## src/rtl/mem_arb_pkg.sv

```systemverilog
// Shared types and widths for the unified instruction/data memory arbiter.
package mem_arb_pkg;

  localparam int ADDR_W = 32;
  localparam int DATA_W = 32;
  localparam int BE_W   = 4;

  typedef enum logic [1:0] {IDLE, ISSUE, WAIT, RESP} arb_state_e;
  typedef enum logic {OWN_IF, OWN_DM} owner_e;

  // Memory is word-addressed; the byte offset is dropped, never flagged.
  function automatic logic [ADDR_W-1:0] word_align(input logic [ADDR_W-1:0] a);
    return a & ~ADDR_W'(3);
  endfunction

endpackage

```

## src/rtl/mem_arb_priority.sv

```systemverilog
// Winner select between fetch and data port, with a DM streak limiter
// that hands the slot to fetch after MAX_STREAK consecutive DM wins.
module mem_arb_priority #(
  parameter int MAX_STREAK = 4
) (
  input  logic clk,
  input  logic reset,
  input  logic if_valid,
  input  logic dm_valid,
  input  logic accept,
  output logic grant_if,
  output logic grant_dm
);

  localparam int CNT_W = 4;

  logic [CNT_W-1:0] streak;
  logic             starve_if;

  function automatic logic [CNT_W-1:0] sat_inc(input logic [CNT_W-1:0] v);
    if (v >= CNT_W'(MAX_STREAK)) return CNT_W'(MAX_STREAK);
    return v + CNT_W'(1);
  endfunction

  assign starve_if = (streak == CNT_W'(MAX_STREAK));

  always_comb begin
    grant_dm = dm_valid & ~(if_valid & starve_if);
    grant_if = if_valid & ~grant_dm;
  end

  // Streak only moves on an actual handshake.
  always_ff @(posedge clk) begin
    if (!reset) begin
      streak <= '0;
    end else if (accept) begin
      if (grant_dm)      streak <= if_valid ? sat_inc(streak) : '0;
      else if (grant_if) streak <= '0;
    end
  end

endmodule

```

## src/rtl/unified_mem_arbiter.sv

```systemverilog
// Single-port memory shared by instruction fetch and the MEM-stage data port;
// one access in flight, DM priority with fetch anti-starvation.
module unified_mem_arbiter
  import mem_arb_pkg::*;
#(
  parameter int MEM_LAT    = 1,
  parameter int MAX_STREAK = 4
) (
  input  logic              clk,
  input  logic              reset,
  input  logic              if_req_valid,
  input  logic [ADDR_W-1:0] if_req_addr,
  output logic              if_req_ready,
  output logic              if_rsp_valid,
  output logic [DATA_W-1:0] if_rsp_data,
  input  logic              dm_req_valid,
  input  logic              dm_req_we,
  input  logic [ADDR_W-1:0] dm_req_addr,
  input  logic [DATA_W-1:0] dm_req_wdata,
  input  logic [BE_W-1:0]   dm_req_be,
  output logic              dm_req_ready,
  output logic              dm_rsp_valid,
  output logic [DATA_W-1:0] dm_rsp_data,
  output logic              mem_en,
  output logic              mem_we,
  output logic [ADDR_W-1:0] mem_addr,
  output logic [DATA_W-1:0] mem_wdata,
  output logic [BE_W-1:0]   mem_be,
  input  logic [DATA_W-1:0] mem_rdata,
  output logic              stall_fetch,
  output logic              stall_mem
);

  localparam int LAT_W = 4;

  arb_state_e       state, state_nxt;
  owner_e           owner_p0;
  logic             store_p0;
  logic [LAT_W-1:0] lat_cnt;
  logic             can_accept;
  logic             grant_if, grant_dm;
  logic             handshake;
  logic             rsp_fire;

  mem_arb_priority #(.MAX_STREAK(MAX_STREAK)) u_priority (
    .clk      (clk),
    .reset    (reset),
    .if_valid (if_req_valid),
    .dm_valid (dm_req_valid),
    .accept   (can_accept),
    .grant_if (grant_if),
    .grant_dm (grant_dm)
  );

  assign can_accept   = (state == IDLE) || (state == RESP);
  assign if_req_ready = can_accept & grant_if;
  assign dm_req_ready = can_accept & grant_dm;
  assign handshake    = if_req_ready | dm_req_ready;
  assign stall_fetch  = if_req_valid & ~if_req_ready;
  assign stall_mem    = dm_req_valid & ~dm_req_ready;
  assign rsp_fire     = (state == WAIT) && (lat_cnt == '0);

  always_comb begin
    state_nxt = state;
    case (state)
      IDLE:    if (handshake) state_nxt = ISSUE;
      ISSUE:   state_nxt = WAIT;
      WAIT:    if (lat_cnt == '0) state_nxt = RESP;
      RESP:    state_nxt = handshake ? ISSUE : IDLE;
      default: state_nxt = IDLE;
    endcase
  end

  // Stage p0: handshake captures the request into control registers.
  always_ff @(posedge clk) begin
    if (!reset) begin
      state        <= IDLE;
      owner_p0     <= OWN_IF;
      store_p0     <= 1'b0;
      lat_cnt      <= '0;
      mem_en       <= 1'b0;
      mem_we       <= 1'b0;
      if_rsp_valid <= 1'b0;
      dm_rsp_valid <= 1'b0;
    end else begin
      state        <= state_nxt;
      mem_en       <= handshake;
      mem_we       <= dm_req_ready & dm_req_we;
      if_rsp_valid <= rsp_fire && (owner_p0 == OWN_IF);
      dm_rsp_valid <= rsp_fire && (owner_p0 == OWN_DM);
      if (handshake) begin
        owner_p0 <= dm_req_ready ? OWN_DM : OWN_IF;
        store_p0 <= dm_req_ready & dm_req_we;
      end
      if (state == ISSUE)                 lat_cnt <= LAT_W'(MEM_LAT - 1);
      else if (state == WAIT && !rsp_fire) lat_cnt <= lat_cnt - LAT_W'(1);
    end
  end

  // Stage p1: memory payload on handshake, response data at end of latency.
  always_ff @(posedge clk) begin
    if (!reset) begin
      mem_addr    <= '0;
      mem_wdata   <= '0;
      mem_be      <= '0;
      if_rsp_data <= '0;
      dm_rsp_data <= '0;
    end else begin
      if (handshake) begin
        mem_addr  <= word_align(dm_req_ready ? dm_req_addr : if_req_addr);
        mem_wdata <= dm_req_ready ? dm_req_wdata : '0;
        mem_be    <= (dm_req_ready & dm_req_we) ? dm_req_be : '1;
      end
      if (rsp_fire) begin
        if (owner_p0 == OWN_DM) dm_rsp_data <= store_p0 ? '0 : mem_rdata;
        else                    if_rsp_data <= mem_rdata;
      end
    end
  end

endmodule

```

## config.mk

```make
export PLATFORM = sky130hd
export DESIGN_NAME = unified_mem_arbiter
export DESIGN_NICKNAME = d
export VERILOG_FILES = /design/src/rtl/mem_arb_pkg.sv /design/src/rtl/mem_arb_priority.sv /design/src/rtl/unified_mem_arbiter.sv
export SDC_FILE = /design/constraint.sdc
export NUM_CORES = 1
export LEC_CHECK = 0
export CORE_ASPECT_RATIO = 0.9
export CORE_MARGIN = 5
export CORE_UTILIZATION = 45
export CTS_CLUSTER_SIZE = 20
export DETAILED_ROUTE_END_ITERATION = 10
export MAX_ROUTING_LAYER = met4
export PLACE_DENSITY_LB_ADDON = 0.12
export SYNTH_ARGS = -nofsm -noshare
export SYNTH_HDL_FRONTEND = slang
export SYNTH_SLANG_ARGS = --single-unit
```

## constraint.sdc

```tcl
create_clock -name clk -period 5.52 [get_ports clk]
set_clock_uncertainty 0.05 [all_clocks]
set_input_delay 1.104 -clock clk [delete_from_list [all_inputs] [get_ports clk]]
set_output_delay 1.104 -clock clk [all_outputs]
set_load 0.01 [all_outputs]
```

### Yosys cells after proc, flatten, opt, wreduce, memory -nomap -nowiden

Cells that the tools add are included.

* flip-flop bits (word level): 146
* latch bits: 0
* memory bits (writable): 0
* bits in read-only memories: 0
* bits of input ports: 137
* output and inout bits: 140
* logic and storage cells: 70
* memories kept: 0

* add/subtract/negate cells: 2
* multiply operators: 0
* divide/modulo/power cells: 0
* order comparisons: 1
* eq/ne operators: 6
* shifts and indexed selects: 0
* muxes and demuxes: 18
* bitwise operators: 15
* reduce and logical (&&, ||, !) cells: 14

Operators with widths (count)
* 32-bit 2-to-1 mux: 3
* 4-bit 2-to-1 mux: 6
* 1-bit AND: 8
* 2-bit one-hot mux with 4 select lines: 1
* 2-bit AND reduction: 4
* 1-bit 2-to-1 mux: 6
* 1-bit NOT: 6
* 4-bit by 1-bit adder with 4-bit output (second input constant): 1
* 2-bit == test (second input constant): 2
* 4-bit by 3-bit == test with 1-bit output (second input constant): 1
* 4-bit by 3-bit >= comparator with 1-bit output (second input constant): 1
* 1-bit logical AND: 4
* 4-bit zero test: 1
* 2-bit 2-to-1 mux: 2
* 4-bit by 1-bit subtractor with 4-bit output (second input constant): 1
* 2-bit by 1-bit == test with 1-bit output (second input constant): 1
* 2-bit zero test: 1
* 2-bit by 1-bit inequality test with 1-bit output (second input constant): 1
* 2-bit inequality test (second input constant): 1
* 2-bit nonzero test: 1
* 2-bit OR reduction: 1
* 1-bit zero test: 1
* 1-bit logical OR: 1
* 1-bit OR: 1

### Longest topological paths before layout

* word-level depth: 10
* mapped depth: 8
* depth with buffers taken out: 5

### Hierarchy

Synthesis repeated with hierarchy kept, for this count alone.

* cells, all modules: 646
* area, all modules: 5850.6 um2

Modules (own cells, without submodules)
* unified_mem_arbiter: instances 1, cells each 620, area an instance 5640.4 um2, seq. area each 2842.7 um2
* mem_arb_priority: instances 1, cells each 26, area an instance 210.2 um2, seq. area each 80.1 um2

### Worst setup path after synthesis

Ideal clock, no wire load.

* path kind: input to output
* start: input port dm_req_valid
* end: output port stall_mem
* arrival: 1998 ps
* required time: 4366 ps
* slack: 2368 ps
* stages: 5
* buffers on the path: 2
* path through: buf_2 -> inv_1 -> clkbuf_1 -> nor3_1 -> nor2_1

* longest elaborated chain between the ends: 4

RTL lines
* start, declared: RTL line unified_mem_arbiter.sv:16 `input logic dm_req_valid,`
* 1-bit AND: RTL line mem_arb_priority.sv:28 `grant_dm = dm_valid & ~(if_valid & starve_if);`
* 1-bit AND: RTL line unified_mem_arbiter.sv:57 `assign dm_req_ready = can_accept & grant_dm;`
* named net dm_req_ready: RTL line unified_mem_arbiter.sv:21 `output logic dm_req_ready,`
* 1-bit NOT: RTL line unified_mem_arbiter.sv:60 `assign stall_mem = dm_req_valid & ~dm_req_ready;`
* 1-bit AND: RTL line unified_mem_arbiter.sv:60
* end, declared: RTL line unified_mem_arbiter.sv:31 `output logic stall_mem`

The timed path passes the listed nets, and every way through them passes these cells.

### Worst setup path after layout

* start: input port dm_req_valid
* end: output port stall_mem

* longest elaborated chain between the ends: 4

RTL lines (RTL line)
* 1-bit AND: mem_arb_priority.sv:28
* 1-bit AND: unified_mem_arbiter.sv:57
* 1-bit NOT: unified_mem_arbiter.sv:60
* 1-bit AND *: unified_mem_arbiter.sv:60

Every way passes the cells marked *; elsewhere a longest branch is shown, timed or not.

==> impl.org <==
** Status
- The flow ran to the end, and the final reports show no timing, DRC or antenna violations.

** Global routing
- Antenna violations before repair :: 0
- The first global-routing pass estimated 32.3 mm of wire.
- Global routing used 25.6% of the available tracks across all layers.
- Overflow left after global routing :: 0
- Entering global routing, the biggest net connects 106 pins.
- Vias in the first global route :: 6239

** Power
- After layout, the design draws a total of 3.81 mW.
- VDD sags by at most 0.000262 V.
- In this run the static leakage power is 3.08 nW.
- For this design the ratio of total power to cell area is 416 mW/mm2.

** Synthesis
- Proportion of synthesized area in mux cells :: 0.168%
- After synthesis, the share of flip-flops with an asynchronous set or reset is 0%.
- Count of mapped cells out of synthesis :: 653
- After synthesis, the largest family of logic cells by area is compound AO/OA/AOI/OAI gates.
- Netlist area before placement :: 0.00597 mm2
- Synthesized-area fraction occupied by adder cells :: 1.47%
- After synthesis, the mean cell area works out to 9.15 um2.
- Fraction of synthesized cell area in xor and xnor cells :: 0.147%
- During synthesis, Yosys emitted a total of 0 warnings.
- Cell variety after synth :: 47
- Summing the areas of all and, or, nand and nor instances in the mapped netlist gives 12.7% of the synthesized area.
- For this run, the leading register cell type out of synthesis is sky130_fd_sc_hd__dfxtp_1.
- Area fraction in compound gates after synthesis :: 29.9%
- Sequential area share after synthesis :: 48.9%
- Counting flops with a built-in enable in the synthesized netlist gives 0.
- Flops & latches, synth :: 146

** Timing
- Headroom to the max-slew limit came out at 9.99%.
- Highest achievable clock rate :: 227 MHz
- In the post-route analysis, the smallest setup slack over all paths is 1.11 ns.
- Count of final setup violators :: 0
- The number of hold violations in the final report came to 0.
- Fin crit share :: 79.8%
- RSZ-0062 raised after global routing :: false
- The number of slew-limit violations in the final report came to 0.
- At the pin with the least slew margin, the transition time is 1.35 ns.
- Shortest clock period the worst path allows after layout :: 4.41 ns
- In the final timing run, aggregate negative setup slack is 0 ns.

** Detailed routing
- 1st-iter DRT viols :: 567
- Drt drc :: 0
- Mean number of vias per cell :: 5.91
- After detailed routing, the total wire length is 20.4 mm.
- Via Count :: 6200
- Dividing the detail-routed wire length by the instance count gives 19.4 um.
- In this run the remaining antenna-violating nets after routing total 0.
- Before antenna repair, the detailed router went through 6 iterations.

** Die
- The floorplan step set the die height to 119 um.
- Top-level port count :: 277
- The die covers 0.0157 mm2.
- Initial standard-cell utilization of the core :: 45.4%
- Core region area :: 0.0132 mm2
- Horiz. Die Dim :: 131 um
- The floorplan has 40 rows.

** Finish
- Antenna cell count :: 0
- Of the cells placed in the final design, the portion with a size suffix greater than 1 is 5.33%.
- Synth-to-Final Area Change :: 53.3%
- Once layout is complete, the cells apart from fillers number 1049.
- Layout net count :: 1015
- After filler insertion, the fill cell instance count of the layout stands at 1039.
- Measured on the finished design, the core utilization comes to 69.6%.

** Min path
- In this run the most critical hold path is launched from mem_addr[3]$_SDFFE_PN0P_.
- Hold Path End :: mem_addr[3]$_SDFFE_PN0P_
- The tightest min-delay check is of the register to register type.
- Hold path cells :: 1

** CTS
- Buffers from clock root to sink, at most :: 2
- TritonCTS built the clock tree.
- Clock tree synthesis selected as its root buffer the cell sky130_fd_sc_hd__clkbuf_16.
- H-tree Lvls :: 4
- In this run, post-CTS repair resized a total of 0 instances.
- Total setup buffers inserted after CTS :: 0
- Buffers inserted during clock tree synthesis total 17.
- The later pin in the worst-skew pair is clocked with a latency of 0.42 ns.
- Clock slew at the register clock pins of the worst setup and hold paths :: 0.05 ns
- The number of hold buffers added after CTS was 0.
- # clock sinks :: 146

** Critical path
- Crit path required time :: 4.37 ns
- Worst R2R Start :: state[0]$_SDFFE_PN0P_
- Register-to-Register Setup Slack :: 2.32 ns
- The worst setup path is launched from an input port.
- Crit Path Max Fanout :: 32
- STA classifies the critical path endpoint as an output pin.
- WS Path Type :: input port to output pin
- Depth of the worst register-to-register path :: 5
- Reg-to-reg critical path endpoint :: mem_addr[18]$_SDFFE_PN0P_
- Critical path data arrival time :: 3.25 ns

** Placement
- Inst Count DP :: 1020
- The count of buffers added on input and output ports is 270.
- Final Wtd Congestion :: 0.800
- Summed over all nets, the half-perimeter wirelength after detailed placement is 13.6 mm.
- Place WS :: 1.13 ns

** Flow run
- Max cap viols :: 0
==> metal layers <==
layer	vias to the layer above	part of all wire [%]	wire, um	global-route usage (%)
met2	282	49	10100	41.5
li1	2896	-	-	-
met1	2981	40	8110	29.1
met3	41	8.8	1800	10.1
met5	-	0	0	-
met4	0	2.0	405	8.74
==> placed cells by master (no fill, tap or decap), drive strengths merged, types with 2 or more instances in the layout <==
master	synthesis	routed
clkdlybuf4s50	0	270
dfxtp	146	146
a21oi	101	101
o21ai	64	64
nor2	40	40
nand3	34	34
nand4b	33	33
a32oi	32	32
o311ai	30	30
o2bb2ai	30	30
clkbuf	46	24
buf	36	10
inv	9	9
ha	7	7
nand2	6	6
nor3	4	4
o221a	4	4
clkinv	1	4
nand4	3	3
nor2b	3	3
nand2b	2	2
conb	1	2
a211oi	2	2
==> cells in the mapped netlist (2+ instances only) <==
| cell | count | area share [%] |
|---|---|---|
| sky130_fd_sc_hd__dfxtp_1 | 146 | 49 |
| sky130_fd_sc_hd__a21oi_1 | 101 | 8.5 |
| sky130_fd_sc_hd__o21ai_0 | 45 | 3.8 |
| sky130_fd_sc_hd__clkbuf_1 | 43 | 2.7 |
| sky130_fd_sc_hd__nor2_1 | 40 | 2.5 |
| sky130_fd_sc_hd__nand3_1 | 34 | 2.8 |
| sky130_fd_sc_hd__nand4b_1 | 33 | 4.8 |
| sky130_fd_sc_hd__a32oi_1 | 32 | 4.7 |
| sky130_fd_sc_hd__o2bb2ai_1 | 30 | 4.4 |
| sky130_fd_sc_hd__o311ai_0 | 30 | 4.4 |
| sky130_fd_sc_hd__buf_2 | 27 | 2.3 |
| sky130_fd_sc_hd__o21ai_1 | 19 | 1.6 |
| sky130_fd_sc_hd__inv_1 | 8 | 0.50 |
| sky130_fd_sc_hd__ha_1 | 7 | 1.5 |
| sky130_fd_sc_hd__buf_1 | 6 | 0.38 |
| sky130_fd_sc_hd__nand2_1 | 6 | 0.38 |
| sky130_fd_sc_hd__nor3_1 | 4 | 0.34 |
| sky130_fd_sc_hd__o221a_2 | 4 | 0.75 |
| sky130_fd_sc_hd__buf_4 | 3 | 0.38 |
| sky130_fd_sc_hd__clkbuf_2 | 3 | 0.25 |
| sky130_fd_sc_hd__nand4_1 | 3 | 0.31 |
| sky130_fd_sc_hd__nor2b_1 | 3 | 0.31 |
| sky130_fd_sc_hd__nand2b_1 | 2 | 0.21 |
==> critical path, stage by stage <==
cell	delay, ns
sky130_fd_sc_hd__clkdlybuf4s50_1	0.59
sky130_fd_sc_hd__inv_1	0.71
sky130_fd_sc_hd__nor3_1	0.15
sky130_fd_sc_hd__nor2_1	0.13
sky130_fd_sc_hd__clkdlybuf4s50_1	0.55
==> metrics by stage <==
stage / cell area (um2) / hold slack [ns]
floorplan: 5980 / 0.399
global placement: 8630 / 0.395
detailed placement: 8630 / 0.403
CTS: 9160 / 0.419
global route: 9160 / 0.429
finish: 9160 / 0.416
==> how the worst max path moves through the flow <==
stage | start | to | slack [ns] | cells past startpoint
floorplan | dm_req_valid | stall_mem | 2.37 | 5
global placement | dm_req_valid | stall_mem | 1.17 | 5
detailed placement | dm_req_valid | dm_req_ready | 1.13 | 4
CTS | dm_req_valid | stall_mem | 1.14 | 5
global route | dm_req_valid | stall_mem | 0.97 | 5
finish | dm_req_valid | stall_mem | 1.11 | 5
==> power breakdown <==
group          internal, mW  switching [mW]  total (mW)
Sequential             1.24           0.111        1.35
Clock                 0.634           0.419        1.05
Combinational         0.630           0.778        1.41
Total                  2.50            1.31        3.81
==> kinds of logic (layout without fill, tap and decap cells) <==
group / count (synthesis) / count (layout)
AOI/OAI and AO/OA: 274 / 274
xor gates and xnor gates: 1 / 1
adders and majority gates: 7 / 7
buffers and inverters: 92 / 319
DFF: 146 / 146
muxes: 1 / 1
other: 1 / 2
and+or+nand+nor: 131 / 131
==> flip-flops by register name (all words and copies together), names as in the netlist, 2 cells and up <==
register           count
mem_be                 4
lat_cnt                4
mem_wdata             32
u_priority.streak      4
if_rsp_data           32
dm_rsp_data           32
mem_addr              30
state                  2
==> final cells by class <==
cell class / instances / area (um2) / share of cell area [%]
flip-flops and latches: 146 / 2920 / 31.9
repair buffers: 280 / 2780 / 30.3
clock buffers: 24 / 472 / 5.15
clock inverters: 5 / 56.3 / 0.615
inverters: 10 / 38.8 / 0.424
multi-input cells: 416 / 2680 / 29.2
well taps: 168 / 210 / 2.30
Power figures use the tool's default switching activity.
